### config.mk
export PLATFORM = sky130hd
export DESIGN_NAME = and_arb
export DESIGN_NICKNAME = d
export VERILOG_FILES = /design/src/rtl/and_arb.sv
export SDC_FILE = /design/constraint.sdc
export NUM_CORES = 1
export LEC_CHECK = 0
export ABC_AREA = 0
export BUFFER_PORTS_ARGS = -buffer_cell sky130_fd_sc_hd__buf_4
export CORE_ASPECT_RATIO = 0.6
export CORE_MARGIN = 5
export CORE_UTILIZATION = 48
export DETAILED_ROUTE_END_ITERATION = 6
export PLACE_DENSITY = 0.83
export SLEW_MARGIN = 20
export SYNTH_ARGS = -nofsm -noshare
export SYNTH_HDL_FRONTEND = slang
export SYNTH_SLANG_ARGS = --single-unit
### constraint.sdc
create_clock -name clk -period 5.4 [get_ports clk]
set_input_delay 0.27 -clock clk [delete_from_list [all_inputs] [get_ports clk]]
set_output_delay 0.27 -clock clk [all_outputs]
set_load 0.02 [all_outputs]
### src/rtl/and_arb.sv
// Two-requester round-robin front end for a shared registered AND unit with fixed latency UNIT_LAT.
// Define AND_ARB_SVA_EN to compile in the protocol assertions.
module and_arb #(
  parameter int DW       = 8,
  parameter int UNIT_LAT = 1
) (
  input  logic          clk,
  input  logic          rst_n,
  input  logic          req0_valid,
  input  logic [DW-1:0] req0_a,
  input  logic [DW-1:0] req0_b,
  output logic          req0_ready,
  input  logic          req1_valid,
  input  logic [DW-1:0] req1_a,
  input  logic [DW-1:0] req1_b,
  output logic          req1_ready,
  output logic [DW-1:0] unit_a,
  output logic [DW-1:0] unit_b,
  input  logic [DW-1:0] unit_y,
  output logic          rsp_valid,
  output logic          rsp_id,
  output logic [DW-1:0] rsp_y,
  input  logic          rsp_ready
);

  typedef enum logic [1:0] {IDLE, ISSUE, WAIT, RESP} state_t;

  state_t        state_reg, state_next;
  logic [3:0]    cnt_reg;
  logic          last_grant_reg;
  logic          gnt_valid;
  logic          gnt_id;
  logic          accept;
  logic          wait_done;

  // Round-robin: on a tie the requester that did not win last time is chosen.
  always_comb begin
    gnt_valid = req0_valid | req1_valid;
    gnt_id    = 1'b0;
    if (req0_valid && req1_valid) begin
      gnt_id = ~last_grant_reg;
    end else if (req1_valid) begin
      gnt_id = 1'b1;
    end
  end

  assign wait_done = (cnt_reg == 4'd0);

  // State register
  always_ff @(posedge clk or negedge rst_n) begin
    if (!rst_n) begin
      state_reg <= IDLE;
    end else begin
      state_reg <= state_next;
    end
  end

  // Next-state logic
  always_comb begin
    state_next = state_reg;
    case (state_reg)
      IDLE:    if (gnt_valid) state_next = ISSUE;
      ISSUE:   state_next = WAIT;
      WAIT:    if (wait_done) state_next = RESP;
      RESP:    if (rsp_ready) state_next = IDLE;
      default: state_next = IDLE;
    endcase
  end

  // Output decode; ready is masked by rst_n so nothing is offered during reset.
  always_comb begin
    req0_ready = 1'b0;
    req1_ready = 1'b0;
    rsp_valid  = 1'b0;
    accept     = 1'b0;
    if (state_reg == IDLE && rst_n && gnt_valid) begin
      accept     = 1'b1;
      req0_ready = ~gnt_id;
      req1_ready = gnt_id;
    end
    if (state_reg == RESP) begin
      rsp_valid = 1'b1;
    end
  end

  // Datapath: operand capture, latency counter and result capture.
  always_ff @(posedge clk or negedge rst_n) begin
    if (!rst_n) begin
      unit_a         <= '0;
      unit_b         <= '0;
      rsp_id         <= 1'b0;
      rsp_y          <= '0;
      cnt_reg        <= 4'd0;
      last_grant_reg <= 1'b1;
    end else begin
      case (state_reg)
        IDLE: begin
          if (accept) begin
            unit_a         <= gnt_id ? req1_a : req0_a;
            unit_b         <= gnt_id ? req1_b : req0_b;
            rsp_id         <= gnt_id;
            last_grant_reg <= gnt_id;
          end
        end
        ISSUE: begin
          cnt_reg <= 4'(UNIT_LAT - 1);
        end
        WAIT: begin
          if (wait_done) begin
            rsp_y <= unit_y;
          end else begin
            cnt_reg <= cnt_reg - 4'd1;
          end
        end
        default: ;
      endcase
    end
  end

`ifdef AND_ARB_SVA_EN
  a_ready_onehot: assert property (@(posedge clk) disable iff (!rst_n)
    !(req0_ready && req1_ready))
    else $display("%0t and_arb ready not one-hot: r0=%b r1=%b", $time, req0_ready, req1_ready);

  a_rsp_stable: assert property (@(posedge clk) disable iff (!rst_n)
    (rsp_valid && !rsp_ready) |=> ($stable(rsp_y) && $stable(rsp_id)))
    else $display("%0t and_arb rsp unstable: y=%h id=%b", $time, rsp_y, rsp_id);

  a_unit_stable: assert property (@(posedge clk) disable iff (!rst_n)
    (state_reg == WAIT) |-> ($stable(unit_a) && $stable(unit_b)))
    else $display("%0t and_arb operands moved: a=%h b=%h", $time, unit_a, unit_b);

  a_latency: assert property (@(posedge clk) disable iff (!rst_n)
    accept |-> ##(UNIT_LAT + 2) rsp_valid)
    else $display("%0t and_arb late response: rsp_valid=%b", $time, rsp_valid);
`endif

endmodule
# Word level (Yosys, flattened, before mapping)
# Index checks and enable logic that the tools add are counted.
[totals]
wordCells = 42
output_inout_bits = 28
regBits = 32
[classes]
addsub = 1
bitwise = 3
mux = 14
reduce_logical = 10
eq_ne = 7
[op_table]
columns = ["operator", "n"]
rows = [
  ["8-bit two-way mux", 2],
  ["2-bit != test, second input constant", 4],
  ["2-bit case mux with 4 select lines", 1],
  ["4-bit case mux with 2 select lines", 1],
  ["1-bit two-way mux", 6],
  ["2-bit two-way mux", 3],
  ["2-bit AND reduction", 3],
  ["2-bit == test, second input constant", 2],
  ["4-bit zero test", 1],
  ["4-bit two-way mux", 1],
  ["4-bit by 1-bit subtractor with 4-bit output, second input constant", 1],
  ["1-bit logical AND", 3],
  ["3-bit AND reduction", 1],
  ["2-bit by 1-bit == test with 1-bit output, second input constant", 1],
  ["2-bit zero test", 1],
  ["1-bit NOT", 2],
  ["2-bit nonzero test", 1],
  ["1-bit bitwise OR", 1],
]

# Logic depth before layout (Yosys ltp)
[logic_depth]
ltp_word = 5
mapped_depth = 7

# Least setup slack after synthesis
# OpenSTA, ideal clock, no wires.
[synth_path]
path_type = "register to register"
from = "register cnt_reg[0]"
to = "register state_reg[1]"
setup_slack_ns = 3.630
path_buffers = 0
setup_ns = 0.125
t_required_ns = 5.275
arrival_ns = 1.646
period_less_slack_ns = 1.770
stages_incl_launch_ff = 6
cell_sequence = "dfrtp_1 inv_1 ha_1 or3b_4 a221oi_2 mux2_2"
[synth_via]
elab_chain_len = 3
[synth_lines]
columns = ["item", "line_no", "text"]
rows = [
  ["start, declared", "29", "logic [3:0] cnt_reg;"],
  ["start signal, assigned", "106", "cnt_reg <= 4'(UNIT_LAT - 1);"],
  ["start signal, assigned", "112", "cnt_reg <= cnt_reg - 4'd1;"],
  ["4-bit zero test", "47", "assign wait_done = (cnt_reg == 4'd0);"],
  ["2-bit != test (no source line)", "--", ""],
  ["3-bit AND reduction (no source line)", "--", ""],
  ["end signal, assigned", "54", "state_reg <= state_next;"],
  ["end, declared", "28", "state_t state_reg, state_next;"],
]
# No other way between the ends.
# A chain may end at the register's enable or synchronous reset.

# Worst setup path after layout
[layout_path]
from = "input port rst_n"
to = "output port req1_ready"
[layout_via]
elab_chain_len = 3
[layout_lines]
columns = ["item", "line_no", "text"]
rows = [
  ["start, declared", "8", "input logic rst_n,"],
  ["1-bit logical AND (2 in series)", "76", "if (state_reg == IDLE && rst_n && gnt_valid) begin"],
  ["1-bit two-way mux", "76", ""],
  ["end, declared", "16", "output logic req1_ready,"],
]
# No other way between the ends.

==> metrics.txt <==
layout cells sized above 1 49.74%; setup skew after layout 0.003517 ns; leading registers by flop count rsp_y (8), unit_a (8), unit_b (8); remaining routing DRC violations 0; Antenna Diode Count 0; count of hold buffers inserted by post-cts repair 1; Max Clock Freq 401.3 MHz; CP Class input pin to output pin; number of synthesized flops with an enable pin 0; Power per Cell Area 542.4 nW/um^2; Non-Filler Cell Area, Final 2165 um^2; Core Region 2890 um^2; Inst Count DP 226; largest fanout of any net on the critical path 35; post-route insts no fill 235; number of setup violations in the final report 0; normalized max-slew margin 44.95%; IR drop worst, VDD 0.2678 mV; initial antenna violation count 0; Unique masters post-synth 26; worst hold slack after final layout 0.2213 ns; final cycle utilization of the critical path 46.14%; max-cap viol count 0; drt first-iter violations 46; critical path capture point type output pin; Area Growth Syn to Fin 47.86%; CTS Buf Count 5; transition time at the pin with the least slew margin 0.8257 ns; arrival time at the worst endpoint 2.22 ns; level count of the clock H-tree 2; fin. max-slew vios 0; number of buffers inserted to repair setup after CTS 0; Post-Place Cell Area 2043 um^2; total wirelength of the detailed-routed design 3714 um; Seq/Total Area, Yosys 54.79%; routability congestion estimate 0.8181; final hold violation count 0; Hold Path Class input pin to flop; Max Root-Sink Buffers 2; data required time of the worst path 5.13 ns; die span in x 81.30 um; vias per cell 5.268; setup slack of the critical path after layout 2.908 ns; Async SR Flop Fraction 100.0%; leakage power of the design 1.152 nW; post-detailed-route count of antenna-violating nets 0; half-perimeter wire length after placement 2865 um; CTS Sinks 32; Net count, final 242; Avg Cell Area, Syn 12.62 um^2; area of the mapped netlist 1464 um^2; post_cts resized 0; Clock Pin Slew Worst Setup and Hold Paths 0.07 ns; GRT Overall Usage 19.96%; router iterations before antenna repair 4; maximum number of pins on one net before global-route repair 36; initial standard-cell utilization of the core 50.65%; final core utilization 74.89%; flops & latches, synth 32; CTS tree done; vias in the first global route 1,318; setup repair after global routing missed its margin no; minimum clock period 2.492 ns; final routed wire length divided by cell count 15.80 um; sum of internal, switching and leakage power 1.174 mW; nets in the synthesized netlist 166; number of primary I/O pins 73; number of rows in the core area 15; gr ovfl total 0; clock network latency to the later pin of the worst-skew pair 0.28 ns; result of the run finished, final reports clean; port buffer count 72; total of warnings raised by yosys 0; startpoint type of the worst setup path input pin; die area 4290 um^2; root buffer cell sky130_fd_sc_hd__clkbuf_8; Post-Route Setup TNS 0 ns; worst-case setup slack after placement 3.413 ns; via count 1,238; global-route wire length before repair 6244 um; height of the die 52.78 um; Post-Synthesis Cells 116; primary flip-flop cell chosen by synthesis mapping sky130_fd_sc_hd__dfrtp_1
cell type report:
| class | count | area (um^2) |
|---|---|---|
| Timing Repair Buffer | 74 | 558.0 |
| Clock buffer | 5 | 68.82 |
| Fill cell | 220 | 725.7 |
| Inverter | 5 | 18.77 |
| Clock inverter | 3 | 42.54 |
| Sequential cell | 32 | 802.0 |
| Multi-Input combinational cell | 74 | 621.8 |
| Tap cell | 42 | 52.55 |
Yosys cell counts (2+ instances only):
cell | instances | share of area [%]
sky130_fd_sc_hd__a21o_1 | 2 | 1.0
sky130_fd_sc_hd__and3_1 | 17 | 7.3
sky130_fd_sc_hd__clkbuf_1 | 3 | 0.77
sky130_fd_sc_hd__inv_1 | 5 | 1.3
sky130_fd_sc_hd__dfrtp_1 | 31 | 53
sky130_fd_sc_hd__buf_2 | 2 | 0.68
sky130_fd_sc_hd__mux2_2 | 9 | 6.9
sky130_fd_sc_hd__ha_1 | 5 | 4.3
sky130_fd_sc_hd__a221o_1 | 16 | 11
sky130_fd_sc_hd__nand3_1 | 2 | 0.68
sky130_fd_sc_hd__nand2b_1 | 2 | 0.85
sky130_fd_sc_hd__mux2i_1 | 4 | 2.7
sky130_fd_sc_hd__nand2_1 | 5 | 1.3
report_power, final:
group | switching [mW] | total, mW | internal, mW
Clock | 0.0872 | 0.224 | 0.136
Sequential | 0.0695 | 0.414 | 0.345
Combinational | 0.268 | 0.536 | 0.268
kinds of logic (layout without fill, tap and decap cells):
logic type      count (synthesis)  count (layout)  share of synthesized area (%)
mux                            13              13                          9.658
fa+ha+maj                       5               5                          4.274
buf+inv                        10              87                          2.735
flops                          32              32                          54.79
compound gates                 23              23                          15.21
simple gates                   33              33                          13.33
cells in the final DEF, fill, tap and decap left out, drive strengths merged, types with 2 or more instances in the layout:
master / netlist / final
buf: 2 / 73
nor2: 2 / 2
and3: 17 / 17
a21o: 2 / 2
mux2i: 4 / 4
dfrtp: 31 / 31
nand2: 5 / 5
mux2: 9 / 9
inv: 5 / 5
clkbuf: 3 / 5
nand3: 2 / 2
ha: 5 / 5
a221o: 16 / 16
nand2b: 2 / 2
critical path, stage by stage:
cell and delay, ns:
sky130_fd_sc_hd__dlygate4sd3_1 0.53, sky130_fd_sc_hd__buf_4 0.37, sky130_fd_sc_hd__nand3_1 0.15, sky130_fd_sc_hd__a21oi_2 0.63, sky130_fd_sc_hd__buf_4 0.27
path summary, 6_finish.rpt:
| check | from | to | slack, ns | depth (start not counted) |
|---|---|---|---|---|
| worst max-delay path | rst_n | req1_ready | 2.91 | 5 |
| worst min-delay path | req1_a[0] | unit_a[0] | 0.22 | 2 |
| worst max register to register | cnt_reg[0] | rsp_y[7] | 3.48 | 5 |
| worst min register to register | cnt_reg[3] | cnt_reg[3] | 0.51 | 1 |
| max in group asynchronous | rst_n | last_grant_reg | 4.61 | 2 |
| min in group asynchronous | rst_n | unit_b[7] | 0.47 | 2 |
per-layer routing:
metal	wire length (um)	part of all wire, %	vias to the layer above	track usage (%)
li1	-	-	592	-
met1	1614	43	587	25.38
met2	1722	46	52	30.54
met3	326	8.8	7	7.560
met4	51	1.4	0	8.146
met5	0	0	-	0
Note: power is estimated with default switching activity, not from simulation.
